<file path="src/rtl/uart_rx.sv">
// uart_rx: 8N1 serial receiver with synchronized input, single-byte holding register and error pulses
module uart_rx #(
    parameter int CLOCK_FREQUENCY = 27000000,
    parameter int BAUD_RATE       = 115200
) (
    input  logic       clk,
    input  logic       rst,
    input  logic       rx,
    input  logic       ready,
    output logic [7:0] data,
    output logic       valid,
    output logic       frame_err,
    output logic       overrun,
    output logic       busy
);
    localparam int BAUD_DIVISOR = CLOCK_FREQUENCY / BAUD_RATE;
    localparam int HALF_DIVISOR = BAUD_DIVISOR / 2;
    localparam logic [15:0] BAUD_LAST = 16'(BAUD_DIVISOR - 1);
    localparam logic [15:0] HALF_LAST = 16'(HALF_DIVISOR - 1);

    typedef enum logic [2:0] {IDLE, START, DATA, STOP, WAIT_HIGH} state_t;

    state_t      state_q, state_d;
    logic [15:0] cnt_q, cnt_d;
    logic [2:0]  bit_q, bit_d;
    logic [7:0]  shift_q, shift_d;
    logic [7:0]  data_q, data_d;
    logic        valid_q, valid_d;
    logic        frame_err_q, frame_err_d;
    logic        overrun_q, overrun_d;
    logic        rx_meta_q, rx_s_q;

    // Two-flop synchronizer; resets to the idle-high line level
    always_ff @(posedge clk or posedge rst) begin
        if (rst) begin
            rx_meta_q <= 1'b1;
            rx_s_q    <= 1'b1;
        end else begin
            rx_meta_q <= rx;
            rx_s_q    <= rx_meta_q;
        end
    end

    // State, counter, shifter and output registers
    always_ff @(posedge clk or posedge rst) begin
        if (rst) begin
            state_q     <= IDLE;
            cnt_q       <= '0;
            bit_q       <= '0;
            shift_q     <= '0;
            data_q      <= '0;
            valid_q     <= 1'b0;
            frame_err_q <= 1'b0;
            overrun_q   <= 1'b0;
        end else begin
            state_q     <= state_d;
            cnt_q       <= cnt_d;
            bit_q       <= bit_d;
            shift_q     <= shift_d;
            data_q      <= data_d;
            valid_q     <= valid_d;
            frame_err_q <= frame_err_d;
            overrun_q   <= overrun_d;
        end
    end

    // Next-state: mid-bit sampling, byte hand-off to the holding register, error pulses
    always_comb begin
        state_d     = state_q;
        cnt_d       = cnt_q;
        bit_d       = bit_q;
        shift_d     = shift_q;
        data_d      = data_q;
        valid_d     = valid_q & ~ready;
        frame_err_d = 1'b0;
        overrun_d   = 1'b0;
        case (state_q)
            IDLE: begin
                if (!rx_s_q) begin
                    state_d = START;
                    cnt_d   = '0;
                end
            end
            START: begin
                if (cnt_q == HALF_LAST) begin
                    cnt_d   = '0;
                    bit_d   = '0;
                    state_d = rx_s_q ? IDLE : DATA;
                end else begin
                    cnt_d = cnt_q + 16'd1;
                end
            end
            DATA: begin
                if (cnt_q == BAUD_LAST) begin
                    cnt_d   = '0;
                    shift_d = {rx_s_q, shift_q[7:1]};
                    bit_d   = bit_q + 3'd1;
                    state_d = (bit_q == 3'd7) ? STOP : DATA;
                end else begin
                    cnt_d = cnt_q + 16'd1;
                end
            end
            STOP: begin
                if (cnt_q == BAUD_LAST) begin
                    cnt_d = '0;
                    if (rx_s_q) begin
                        state_d = IDLE;
                        if (!valid_q || ready) begin
                            data_d  = shift_q;
                            valid_d = 1'b1;
                        end else begin
                            overrun_d = 1'b1;
                        end
                    end else begin
                        frame_err_d = 1'b1;
                        state_d     = WAIT_HIGH;
                    end
                end else begin
                    cnt_d = cnt_q + 16'd1;
                end
            end
            WAIT_HIGH: state_d = rx_s_q ? IDLE : WAIT_HIGH;
            default:   state_d = IDLE;
        endcase
    end

    assign data      = data_q;
    assign valid     = valid_q;
    assign frame_err = frame_err_q;
    assign overrun   = overrun_q;
    assign busy      = (state_q != IDLE);
endmodule

</file>
<file path="config.mk">
export PLATFORM = sky130hd
export DESIGN_NAME = uart_rx
export DESIGN_NICKNAME = d
export VERILOG_FILES = /design/src/rtl/uart_rx.sv
export SDC_FILE = /design/constraint.sdc
export NUM_CORES = 1
export LEC_CHECK = 0
export BUFFER_PORTS_ARGS = -buffer_cell sky130_fd_sc_hd__clkbuf_2
export CAP_MARGIN = 30
export CORE_MARGIN = 8
export CORE_UTILIZATION = 45
export CTS_BUF_LIST = sky130_fd_sc_hd__clkbuf_4 sky130_fd_sc_hd__clkbuf_8
export DETAILED_ROUTE_END_ITERATION = 8
export SLEW_MARGIN = 5
export SYNTH_ARGS = -nofsm -noshare
export SYNTH_HDL_FRONTEND = slang
export SYNTH_SLANG_ARGS = --single-unit
</file>
<file path="constraint.sdc">
create_clock -name clk -period 5.6 [get_ports clk]
set_input_delay 0.28 -clock clk [delete_from_list [all_inputs] [get_ports clk]]
set_output_delay 0.28 -clock clk [all_outputs]
set_load 0.005 [all_outputs]
</file>
==> results.toml <==
[setup_path]
path_max_fanout = 16
ff2ff_path_depth = 6
arrival_ns = 2.71
worstSetupPathType = "reg2reg"
crit_path_start_kind = "flip-flop"
rr_startpoint = "cnt_q[1]"
crit_required_ns = 5.76
rrSetupSlack_ns = 3.05
end_kind = "flip-flop"
r2r-end = "cnt_q[2]"

[global_route]
grt_antenna_before_repair = 0
grt_pass1_wl_um = 7660
grt.total_usage = 0.129
grt_pass1_vias = 1551
grt_max_degree = 44
overflow = 0

[sta]
setup_tns_ns = 0
drv_slew = 0
slew_headroom = 0.487
hold_viol = 0
timing.fmax_ghz = 0.392
fin_crit_sh = 0.455
setup_violations = 0
max_slew.worst_pin.slew_ns = 0.770
min_period_ns = 2.55
fin_skew_ns = 0.00415
rsz0062_at_grt = "false"
hold_ws_ns = 0.0595

[layout]
layout_common_cells = "dfrtp_1, nand2_1, o211ai_1"
drive_gt1_frac = 0.244
final_common_cell = "dfrtp_1"
area_growth_pct = 9.50
fin_nets = 233
postLayoutCoreUtil = 0.501
diodes = 0

[die]
dieHeight_um = 87.4
io_pins = 16
initial_core_util = 0.458
coreArea_um2 = 5010
die_x_um = 87.4
die-area_um2 = 7630
rows = 26

[power]
leakagePower_nw = 1.10
irDropWorstVdd_uv = 102
powerDensity_nw_per_um2 = 207

[clocking]
clk_path_buf_depth = 2
cts_setup_buffers = 0
clk_latency_ns = 0.30
numCtsBuffers = 5
root_buffer = "clkbuf_8"
clk_pin_slew_ns = 0.08
cts_tree = "built"
h-tree-depth = 2
numClockSinks = 43

[flow_run]
drv_cap = 0

[logic_synthesis]
yosysWarnings = 0
syn_area_um2 = 2290
synth_edf_count = 0
netlist_top_cells_area = "dfrtp_1, o211ai_1, mux2_4"
synth.top_cell.area_share = 0.448
synth_cells = 208
postSynthAreaPerCell_um2 = 11.0
async_reset_ff_frac = 1.00
ys_ff_latch = 43
synth_ff_type = "dfrtp_1"
ys_types = 48
synth_area_leader_cell = "dfrtp_1"
ys_seq_area_frac = 0.471
syn-num-nets = 217

[detailed_routing]
final_antenna_net_count = 0
drtIter0Drc = 45
drt_first_pass_iters = 4
wl_per_cell_um = 15.2
drc = 0
vias = 1625
totalWireLength_um = 4470
routed_via_density = 5.51

[hold_path]
hold-path-cell-count = 1
hold_path.class = "in2reg"
whs_endpoint = "rx_meta_q"
worstHoldStart = "rx"

[placement]
hpwl_um = 2960
gp_congestion = 0.751
port_buffers = 15

[status]
status = "completed"
-- power by group --
part           internal (mW)  switching, mW  total (mW)  leakage (nW)
Combinational        0.00286        0.00643     0.00929         0.481
Clock                 0.0868          0.111       0.198        0.0402
Sequential             0.312        0.00133       0.313         0.579
-- stage by stage --
step                power [mW]  std cells  worst slack [ns]  instance area [um2]
global placement         0.327        285              3.10                 2390
floorplan                0.323        208              3.70                 2290
global route             0.545        295              2.81                 2510
detailed placement       0.327        285              3.04                 2390
CTS                      0.529        293              3.02                 2480
finish                   0.520        295              3.05                 2510
-- per-layer routing --
layer	GRT usage	vias to the layer above	part of all wire
li1	-	809	-
met1	0.177	789	0.50
met2	0.186	20	0.45
met3	0.0321	7	0.037
met4	0.0563	0	0.015
met5	0	-	0
-- worst max-delay path, stage by stage (launching register included) --
cell and delay, ns:
dfrtp_1 0.41, inv_1 0.11, ha_1 0.14, nor4bb_1 0.43, a41oi_2 0.48, o21ai_2 0.66
o211ai_1 0.18
-- kinds of logic after synthesis --
logic type	Yosys count	synth area share
adder cells (fa/ha/maj)	5	0.0273
flip-flops	43	0.471
AND/OR/NAND/NOR	80	0.212
AO/OA/AOI/OAI	44	0.148
multiplexers	17	0.0944
buffers and inverters	19	0.0475
-- registers in the layout (all words and copies together), names as in the netlist, 3 cells and up --
name	cells
bit_q	3
cnt_q	16
data	8
shift_q	8
state_q	3
-- what timing repair did --
item                      CTS  global route
hold endpoints to repair    0             9
hold buffers                0             1
resized for setup           0             0
-- synth_stat cells (all sizes together) (3+ instances only) --
cell    instances
or3             5
nand2b          5
clkbuf          3
nand2          25
o211ai         20
nor2            6
nand3           8
and4            4
o221ai          6
and3            3
mux2           16
o21ai           3
buf             6
ha              5
o31ai           3
nor2b           3
or2             4
dfrtp          41
nand4           7
inv            10
-- worst max path at each step --
stage	startpoint	cells after the start	slack, ns	end
after global routing	cnt_q[0]	6	2.81	cnt_q[1]
final	cnt_q[1]	6	3.05	cnt_q[2]
after detailed placement	cnt_q[1]	6	3.04	cnt_q[13]
after floorplan	cnt_q[8]	7	3.70	shift_q[0]
after CTS	cnt_q[0]	6	3.02	cnt_q[2]
after global placement	cnt_q[0]	6	3.10	cnt_q[15]
-- area by class of cell --
class                           count  area, um2
Clock buffer                        5       68.8
Clock inverter                      3       20.0
Fill cell                         474       2500
Inverter                           10       37.5
Multi-Input combinational cell    146       1100
Sequential cell                    43       1080
Tap cell                           70       87.6
Timing Repair Buffer               18        113
(Power assumes the default switching activity.)
